[config.mk]
export PLATFORM = sky130hd
export DESIGN_NAME = axil_crossbar_rd
export DESIGN_NICKNAME = d
export VERILOG_FILES = /design/src/rtl/axil_crossbar_rd.sv
export SDC_FILE = /design/constraint.sdc
export NUM_CORES = 1
export LEC_CHECK = 0
export ABC_AREA = 1
export BUFFER_PORTS_ARGS = -buffer_cell sky130_fd_sc_hd__buf_2
export CAP_MARGIN = 20
export CORE_AREA = 2 2 227 229
export DETAILED_ROUTE_END_ITERATION = 10
export DIE_AREA = 0 0 229 231
export PLACE_DENSITY = 0.37
export SYNTH_ARGS = -nofsm -noshare
export SYNTH_HDL_FRONTEND = slang
export SYNTH_SLANG_ARGS = --single-unit
[constraint.sdc]
create_clock -name clk -period 4.5 [get_ports clk]
set_input_delay 0.675 -clock clk [delete_from_list [all_inputs] [get_ports clk]]
set_output_delay 0.675 -clock clk [all_outputs]
set_load 0.005 [all_outputs]
[src/rtl/axil_crossbar_rd.sv]
// AXI4-Lite read-channel shared-bus crossbar: round-robin arbitration, address decode,
// one transaction at a time, with decode-error, response timeout and orphan draining.
module axil_crossbar_rd #(
    parameter int S_COUNT = 4,
    parameter int M_COUNT = 4,
    parameter int DATA_WIDTH = 32,
    parameter int ADDR_WIDTH = 32,
    parameter logic [M_COUNT*ADDR_WIDTH-1:0] M_BASE_ADDR =
        {32'h0300_0000, 32'h0200_0000, 32'h0100_0000, 32'h0000_0000},
    parameter logic [M_COUNT*32-1:0] M_ADDR_WIDTH = {M_COUNT{32'd24}},
    parameter int TIMEOUT = 0
) (
    input  logic                            clk,
    input  logic                            rst,
    input  logic [S_COUNT*ADDR_WIDTH-1:0]   s_axil_araddr,
    input  logic [S_COUNT*3-1:0]            s_axil_arprot,
    input  logic [S_COUNT-1:0]              s_axil_arvalid,
    output logic [S_COUNT-1:0]              s_axil_arready,
    output logic [S_COUNT*DATA_WIDTH-1:0]   s_axil_rdata,
    output logic [S_COUNT*2-1:0]            s_axil_rresp,
    output logic [S_COUNT-1:0]              s_axil_rvalid,
    input  logic [S_COUNT-1:0]              s_axil_rready,
    output logic [M_COUNT*ADDR_WIDTH-1:0]   m_axil_araddr,
    output logic [M_COUNT*3-1:0]            m_axil_arprot,
    output logic [M_COUNT-1:0]              m_axil_arvalid,
    input  logic [M_COUNT-1:0]              m_axil_arready,
    input  logic [M_COUNT*DATA_WIDTH-1:0]   m_axil_rdata,
    input  logic [M_COUNT*2-1:0]            m_axil_rresp,
    input  logic [M_COUNT-1:0]              m_axil_rvalid,
    output logic [M_COUNT-1:0]              m_axil_rready
);
    localparam int SW = (S_COUNT > 1) ? $clog2(S_COUNT) : 1;
    localparam int MW = (M_COUNT > 1) ? $clog2(M_COUNT) : 1;
    localparam int TW = (TIMEOUT > 0) ? $clog2(TIMEOUT + 1) : 1;

    typedef enum logic [2:0] {IDLE, ACCEPT, ADDR, READ, RESP} state_t;
    state_t state, state_next;

    logic [SW-1:0]         grant, rr_ptr, req_idx, scan_idx;
    logic                  req_found;
    logic [MW-1:0]         m_sel, dec_idx;
    logic                  dec_hit;
    logic [M_COUNT-1:0]    dec_match;
    logic [ADDR_WIDTH-1:0] grant_addr, addr_reg;
    logic [2:0]            prot_reg;
    logic [DATA_WIDTH-1:0] rdata_reg;
    logic [1:0]            rresp_reg;
    logic [M_COUNT-1:0]    orphan, orphan_next;
    logic [TW-1:0]         tcnt;
    logic                  sel_rvalid, tmo_hit;

    assign grant_addr = s_axil_araddr[int'(grant)*ADDR_WIDTH +: ADDR_WIDTH];
    assign sel_rvalid = m_axil_rvalid[m_sel];
    assign tmo_hit    = (TIMEOUT > 0) && (tcnt == TW'(TIMEOUT));

    // Scan downward so the requester closest to the pointer is the last one written.
    always_comb begin
        req_found = 1'b0;
        req_idx   = '0;
        scan_idx  = '0;
        for (int i = S_COUNT - 1; i >= 0; i--) begin
            scan_idx = SW'((int'(rr_ptr) + i) % S_COUNT);
            if (s_axil_arvalid[scan_idx]) begin
                req_found = 1'b1;
                req_idx   = scan_idx;
            end
        end
    end

    for (genvar m = 0; m < M_COUNT; m++) begin : g_dec
        localparam logic [31:0] SH = M_ADDR_WIDTH[m*32 +: 32];
        localparam logic [ADDR_WIDTH-1:0] BASE = M_BASE_ADDR[m*ADDR_WIDTH +: ADDR_WIDTH];
        assign dec_match[m] = (grant_addr >> SH) == (BASE >> SH);
    end

    always_comb begin
        dec_hit = 1'b0;
        dec_idx = '0;
        for (int m = M_COUNT - 1; m >= 0; m--) begin
            if (dec_match[m]) begin
                dec_hit = 1'b1;
                dec_idx = MW'(m);
            end
        end
    end

    always_ff @(posedge clk or posedge rst) begin
        if (rst) state <= IDLE;
        else     state <= state_next;
    end

    always_comb begin
        state_next     = state;
        s_axil_arready = '0;
        s_axil_rvalid  = '0;
        m_axil_arvalid = '0;
        m_axil_rready  = orphan;
        case (state)
            IDLE:   if (req_found) state_next = ACCEPT;
            ACCEPT: begin
                s_axil_arready[grant] = 1'b1;
                state_next = (dec_hit && !orphan[dec_idx]) ? ADDR : RESP;
            end
            ADDR: begin
                m_axil_arvalid[m_sel] = 1'b1;
                if (m_axil_arready[m_sel]) state_next = READ;
            end
            READ: begin
                m_axil_rready[m_sel] = 1'b1;
                if (sel_rvalid || tmo_hit) state_next = RESP;
            end
            RESP: begin
                s_axil_rvalid[grant] = 1'b1;
                if (s_axil_rready[grant]) state_next = IDLE;
            end
            default: state_next = IDLE;
        endcase
    end

    // Late responses on orphaned ports are swallowed; a timeout marks the port orphaned.
    always_comb begin
        orphan_next = orphan & ~m_axil_rvalid;
        if (state == READ && !sel_rvalid && tmo_hit) orphan_next[m_sel] = 1'b1;
    end

    always_ff @(posedge clk or posedge rst) begin
        if (rst) begin
            grant     <= '0;
            rr_ptr    <= '0;
            m_sel     <= '0;
            addr_reg  <= '0;
            prot_reg  <= '0;
            rdata_reg <= '0;
            rresp_reg <= '0;
            orphan    <= '0;
            tcnt      <= '0;
        end else begin
            orphan <= orphan_next;
            case (state)
                IDLE: if (req_found) grant <= req_idx;
                ACCEPT: begin
                    addr_reg <= grant_addr;
                    prot_reg <= s_axil_arprot[int'(grant)*3 +: 3];
                    if (!dec_hit) begin
                        rresp_reg <= 2'b11;
                        rdata_reg <= '0;
                    end else if (orphan[dec_idx]) begin
                        rresp_reg <= 2'b10;
                        rdata_reg <= '0;
                    end else begin
                        m_sel <= dec_idx;
                    end
                end
                ADDR: if (m_axil_arready[m_sel]) tcnt <= '0;
                READ: begin
                    if (sel_rvalid) begin
                        rdata_reg <= m_axil_rdata[int'(m_sel)*DATA_WIDTH +: DATA_WIDTH];
                        rresp_reg <= m_axil_rresp[int'(m_sel)*2 +: 2];
                    end else if (tmo_hit) begin
                        rresp_reg <= 2'b10;
                        rdata_reg <= '0;
                    end else if (tcnt != {TW{1'b1}}) begin
                        tcnt <= tcnt + 1'b1;
                    end
                end
                RESP: if (s_axil_rready[grant]) rr_ptr <= SW'((int'(grant) + 1) % S_COUNT);
                default: ;
            endcase
        end
    end

    for (genvar i = 0; i < S_COUNT; i++) begin : g_s_lane
        assign s_axil_rdata[i*DATA_WIDTH +: DATA_WIDTH] = rdata_reg;
        assign s_axil_rresp[i*2 +: 2]                   = rresp_reg;
    end

    for (genvar i = 0; i < M_COUNT; i++) begin : g_m_lane
        assign m_axil_araddr[i*ADDR_WIDTH +: ADDR_WIDTH] = addr_reg;
        assign m_axil_arprot[i*3 +: 3]                   = prot_reg;
    end

endmodule
==> results of run 1 <==
worst paths after layout:
kind | startpoint | endpoint | slack, ns | cells past startpoint
worst max-delay path | state[1] | m_axil_rready[2] | 1.17 | 5
worst min-delay path | rst | addr_reg[0] | 0.44 | 2
worst max register to register | grant[1] | rdata_reg[10] | 1.64 | 13
worst min register to register | addr_reg[4] | addr_reg[4] | 0.54 | 2
max in group asynchronous | rst | addr_reg[20] | 3.15 | 3
min in group clk | m_axil_rvalid[0] | orphan[0] | 0.45 | 2
per-stage QoR:
step                cells  hold slack, ns  instance area [µm²]  util (%)
floorplan             995           0.468                 6990         -
global placement     2009           0.517                 9050      17.9
detailed placement   2009           0.527                 9050      17.9
CTS                  2025           0.412                 9330      18.4
global route         2026           0.424                 9330      18.4
finish               2026           0.444                 9330      18.4
metal layers:
metal  track usage [%]  vias to the layer above  wire length (µm)  part of all wire (%)
met5                 0                        -                43                  0.12
met4              3.37                        6               379                   1.1
met3              2.54                       20              1760                   5.0
met2              22.6                      302             18100                    52
met1              15.2                     3699             14600                    42
li1                  -                     3779                 -                     -
area by class of cell:
class / count / area (µm²)
repair buffers: 598 / 3030
well taps: 680 / 851
inverters: 35 / 134
clock buffers: 10 / 229
clock inverters: 6 / 48.8
flip-flops and latches: 82 / 2050
fillers: 5874 / 41300
diodes: 1 / 2.50
multi-input cells: 614 / 2990
critical path, cell delays in order (launching register included):
cell,delay [ns]
dfrtp_1,0.54
inv_1,0.10
nor3_1,0.52
inv_2,0.50
o21ai_0,0.41
buf_2,0.19
synthesized netlist by cell type, drive strengths merged (4+ instances only):
master / n
buf: 223
nor2: 79
a22oi: 68
o22ai: 27
inv: 35
clkbuf: 41
ha: 4
a21oi: 34
nand3: 62
o21ai: 77
nor3: 6
dfrtp: 82
nand2: 248
kinds of logic after synthesis:
group | after synthesis
AOI/OAI and AO/OA | 211
xor gates and xnor gates | 1
adders and majority gates | 4
buffers and inverters | 299
DFF | 82
and+or+nand+nor | 398
report_power, final:
group          switching, W  leakage, nW  internal (W)
registers          0.000353         1.07      0.000943
logic               0.00170         4.07       0.00107
clock network      0.000392        0.131      0.000382
==> results.ini, run 1 <==
[outcome]
status = finished clean

[die]
start_util_pct = 13.8
die_x_um = 229
fp.coreArea_mm2 = 0.0507
die_h_um = 231
pin_count = 586
die-area_mm2 = 0.0529
num_rows = 83

[min_path]
hold_class = in -> async

[global_route]
grt_pass1_vias = 7281
antenna_found_initial = 5
grt-ovfl-total = 0
grt_max_degree = 58
grt_pass1_wl_um = 48900
grt.total_usage_pct = 12.6

[cts]
cts_buffers = 9
cts.reportedPaths.clkPinSlew_ns = 0.08
clk_latency_ns = 0.39
cts.sinks = 82
post_cts_resized = 0
cts_root_buffer = clkbuf_16
clk_path_buf_depth = 2
post-cts-setup-buffers = 0
cts_tree = done
htreeDepth = 3
cts_hold_buf = 0

[cells_and_area]
final_common_cell = buf_2
post_route_cells_drive_above_1_share_pct = 46.9
final_net_count = 1638
final_cell_mix = 585 x buf_2, 246 x nand2_1, 81 x dfrtp_1
synthToLayoutAreaGrowth_pct = 33.5

[timing]
final.setup.worst_slack_ns = 1.17
max_slew_margin_pct = 39.7
hold_viol_final = 0
worstMarginPinSlew_ns = 0.904
fmax_ghz = 0.300
post-route-period-util_pct = 74.0
finalSetupTns_ns = 0
drv_slew = 0
setup_viol = 0
min_period_ns = 3.33
grt_setup_unrepaired = false
fin_skew_ns = 0.0151

[route]
wirelength_um = 34900
dr.first_iter.drc_count = 379
first_pass_iters = 5
vias = 7806
vias_per_cell = 3.85
postRouteAntennaNets = 0
wire_per_inst_um = 17.2
post-route-drc-count = 0

[yosys]
syn-num-nets = 1293
synthAdderAreaFrac_pct = 0.716
synth_cell_types = 30
synth_ff_type = dfrtp_1
synth_cells = 995
synthMuxAreaShare_pct = 0
yosysWarnings = 0
synth_compound_area_share_pct = 18.5
synth_top_area_share_pct = 29.4
yosys.area.top_type = dfrtp_1
ys_ff_latch = 82
avgSynthCellArea_um2 = 7.02
synth_top_family_by_area = buffers and inverters
synth-simple-area-share_pct = 23.2
synthTopCellsByArea = dfrtp_1 29%, buf_4 23%, nand2_1 13%
synth_edf_count = 0
synth_area_mm2 = 0.00699
seq_area_frac_synth_pct = 29.4
synthXorXnorAreaFrac_pct = 0.125
async_reset_ff_share_pct = 100

[pwr]
total_power_w = 0.00484
vdd_drop_max_uv = 189
pwr_density_cell_mw_per_mm2 = 518
power.leakage_nw = 5.27

[place]
io_buffers = 585
gp_congestion = 0.809
dpl_worst_slack_ns = 1.51
place.detailed.hpwl_um = 27600

[critical_path]
arrival_ns = 2.65
required_ns = 3.83
cp_max_fo = 37
start_kind = register
crit_type = reg -> out
end_kind = output pin

[run]
cap_violations = 0

Power figures use the tool's default switching activity.
==> run 2, diff against run 1 <==
--- a/config.mk
+++ b/config.mk
@@ -8,9 +8,9 @@
 export ABC_AREA = 1
 export BUFFER_PORTS_ARGS = -buffer_cell sky130_fd_sc_hd__buf_2
 export CAP_MARGIN = 20
-export CORE_AREA = 2 2 227 229
+export CORE_AREA = 2 2 228 230
 export DETAILED_ROUTE_END_ITERATION = 10
-export DIE_AREA = 0 0 229 231
+export DIE_AREA = 0 0 230 232
 export PLACE_DENSITY = 0.37
 export SYNTH_ARGS = -nofsm -noshare
 export SYNTH_HDL_FRONTEND = slang
==> constraint.sdc (replaced) <==
create_clock -name clk -period 3.1 [get_ports clk]
set_input_delay 0.465 -clock clk [delete_from_list [all_inputs] [get_ports clk]]
set_output_delay 0.465 -clock clk [all_outputs]
set_load 0.005 [all_outputs]
==> results.ini, run 2 (synthesis gave the netlist of run 1 again) <==
[outcome]
status = finished clean

[place]
place.detailed.hpwl_um = 28200  ; +2.1%
dpl_worst_slack_ns = 0.618  ; -0.895 ns
dpl_cell_area_mm2 = 0.00908  ; +0.33%
gp_congestion = 0.800  ; -1.1%
io_buffers = 585  ; unchanged

[global_route]
grt_use_met2_pct = 22.3  ; -0.28 points
grt-ovfl-total = 0  ; unchanged
grt_util_met3_pct = 1.98  ; -0.57 points
met1_usage_pct = 15.7  ; +0.55 points
grt_pass1_vias = 7482  ; +2.8%
grt_max_degree = 48  ; -17%
grt_pass1_wl_um = 49500  ; +1.3%
antenna_found_initial = 1  ; -4
grt.total_usage_pct = 12.6  ; +0.019 points
gr-max-usage-layer = met2

[timing]
setup_viol = 0  ; unchanged
final.setup.worst_slack_ns = 0.293  ; -0.877 ns
min_period_ns = 2.81
post-route-period-util_pct = 90.6
drv_slew = 0  ; unchanged
worstMarginPinSlew_ns = 0.813  ; -0.0913 ns
max_slew_margin_pct = 45.8  ; +6.1 points
hold_viol_final = 0  ; unchanged
finalSetupTns_ns = 0  ; unchanged
fin_skew_ns = 0.0180  ; +0.00295 ns
grt_setup_unrepaired = false
fmax_ghz = 0.356

[route]
dr.first_iter.drc_count = 409  ; +7.9%
vias = 7900  ; +1.2%
post-route-drc-count = 0  ; unchanged
wire_per_inst_um = 17.3  ; +0.72%
vias_per_cell = 3.89  ; +1.1%
wirelength_um = 35200  ; +0.87%
postRouteAntennaNets = 0  ; unchanged
first_pass_iters = 5  ; unchanged

[die]
start_util_pct = 13.7  ; -0.056 points
die-area_mm2 = 0.0534  ; +0.87%
die_h_um = 232  ; +0.43%
die_x_um = 230  ; +0.44%
num_rows = 83  ; unchanged
fp.coreArea_mm2 = 0.0509  ; +0.41%
pin_count = 586  ; unchanged

[cells_and_area]
synthToLayoutAreaGrowth_pct = 33.9
final_cell_mix = 585 x buf_2, 246 x nand2_1, 81 x dfrtp_1
design_area_mm2 = 0.00936  ; +0.28%
regArea_mm2 = 0.00205  ; unchanged
final_net_count = 1642  ; +0.24%
diodes = 0  ; -1
nFillCells = 5870  ; -0.068%
post-route-util_pct = 18.4  ; -0.023 points
multi_input_area_mm2 = 0.00299  ; unchanged
post_route_cells_drive_above_1_share_pct = 47.1  ; +0.16 points
final_common_cell = buf_2

[cts]
cts_tree = done
cts.sinks = 82  ; unchanged
cts_buffers = 9  ; unchanged
clk_path_buf_depth = 2  ; unchanged
cts_hold_buf = 0  ; unchanged
post-cts-setup-buffers = 0  ; unchanged
clk_latency_ns = 0.38  ; about the same
cts_root_buffer = clkbuf_16
post_cts_resized = 0  ; unchanged
htreeDepth = 3  ; unchanged
cts.reportedPaths.clkPinSlew_ns = 0.08  ; about the same

[critical_path]
required_ns = 2.63  ; -1.20 ns
crit_type = reg -> out
arrival_ns = 2.34  ; -0.31 ns
cp_max_fo = 34  ; -8.1%
start_kind = register
end_kind = output pin

[pwr]
pwr-share-seq_pct = 26.7  ; about the same
vdd_drop_max_uv = 274  ; +45%
p_comb_share_pct = 57.6  ; +0.4 points
power_switching_w = 0.00351  ; +44%
pwr_density_cell_mw_per_mm2 = 747  ; +44%
power_frac_clock_pct = 15.8  ; -0.2 points
p_sw_share_pct = 50.3  ; -0.24 points
power.leakage_nw = 5.30  ; +0.51%
p_int_w = 0.00348  ; +45%

[min_path]
hold_class = in -> async

[run]
cap_violations = 0  ; unchanged

run 2: stage by stage:
step / std cells / power [W] / hold WS (ns)
5_1_grt: 2029 / 0.00769 / 0.221
2_1_floorplan: 995 / 0.00490 / 0.468
3_5_place_dp: 2013 / 0.00601 / 0.540
4_1_cts: 2029 / 0.00720 / 0.205
3_3_place_gp: 2013 / 0.00603 / 0.525
6_report: 2029 / 0.00699 / 0.162
run 2: path summary, 6_finish.rpt:
kind | endpoint | from | cells past startpoint | slack, ns
max | m_axil_rready[0] | state[1] | 6 | 0.29
min | addr_reg[1] | rst | 2 | 0.16
min reg2reg | rdata_reg[29] | rdata_reg[29] | 2 | 0.54
max in group asynchronous | rdata_reg[4] | rst | 3 | 2.08
max reg2reg | rdata_reg[19] | grant[1] | 13 | 0.77
min in group clk | orphan[0] | m_axil_rvalid[0] | 2 | 0.24
run 2: layer usage:
layer	wire (µm)	share of wire (%)	up-vias
met5	0	0	-
met2	18100	51	303
met1	15000	43	3786
met3	1580	4.5	19
met4	495	1.4	0
li1	-	-	3792
run 2: worst max-delay path, stage by stage (launching register included):
cell     delay (ns)
dfrtp_1        0.51
inv_1          0.09
nor3_1         0.53
inv_2          0.16
buf_4          0.30
o21ai_0        0.20
buf_2          0.16
run 2: power groups by stage:
stage / Combinational (W) / Clock [W] / Sequential [W]
2_1_floorplan: 0.00319 / 0 / 0.00171
3_3_place_gp: 0.00415 / 0 / 0.00188
3_5_place_dp: 0.00412 / 0 / 0.00189
4_1_cts: 0.00414 / 0.00118 / 0.00188
5_1_grt: 0.00455 / 0.00122 / 0.00192
6_report: 0.00402 / 0.00110 / 0.00186
run 2: cell type report:
cell class                 count  area share (%)
inverter                      35            1.43
timing repair buffer         602            32.7
multi-input combinational    614            31.9
sequential                    82            21.9
clock buffer                  10            2.45
tap                          680            9.09
clock inverter                 6           0.508
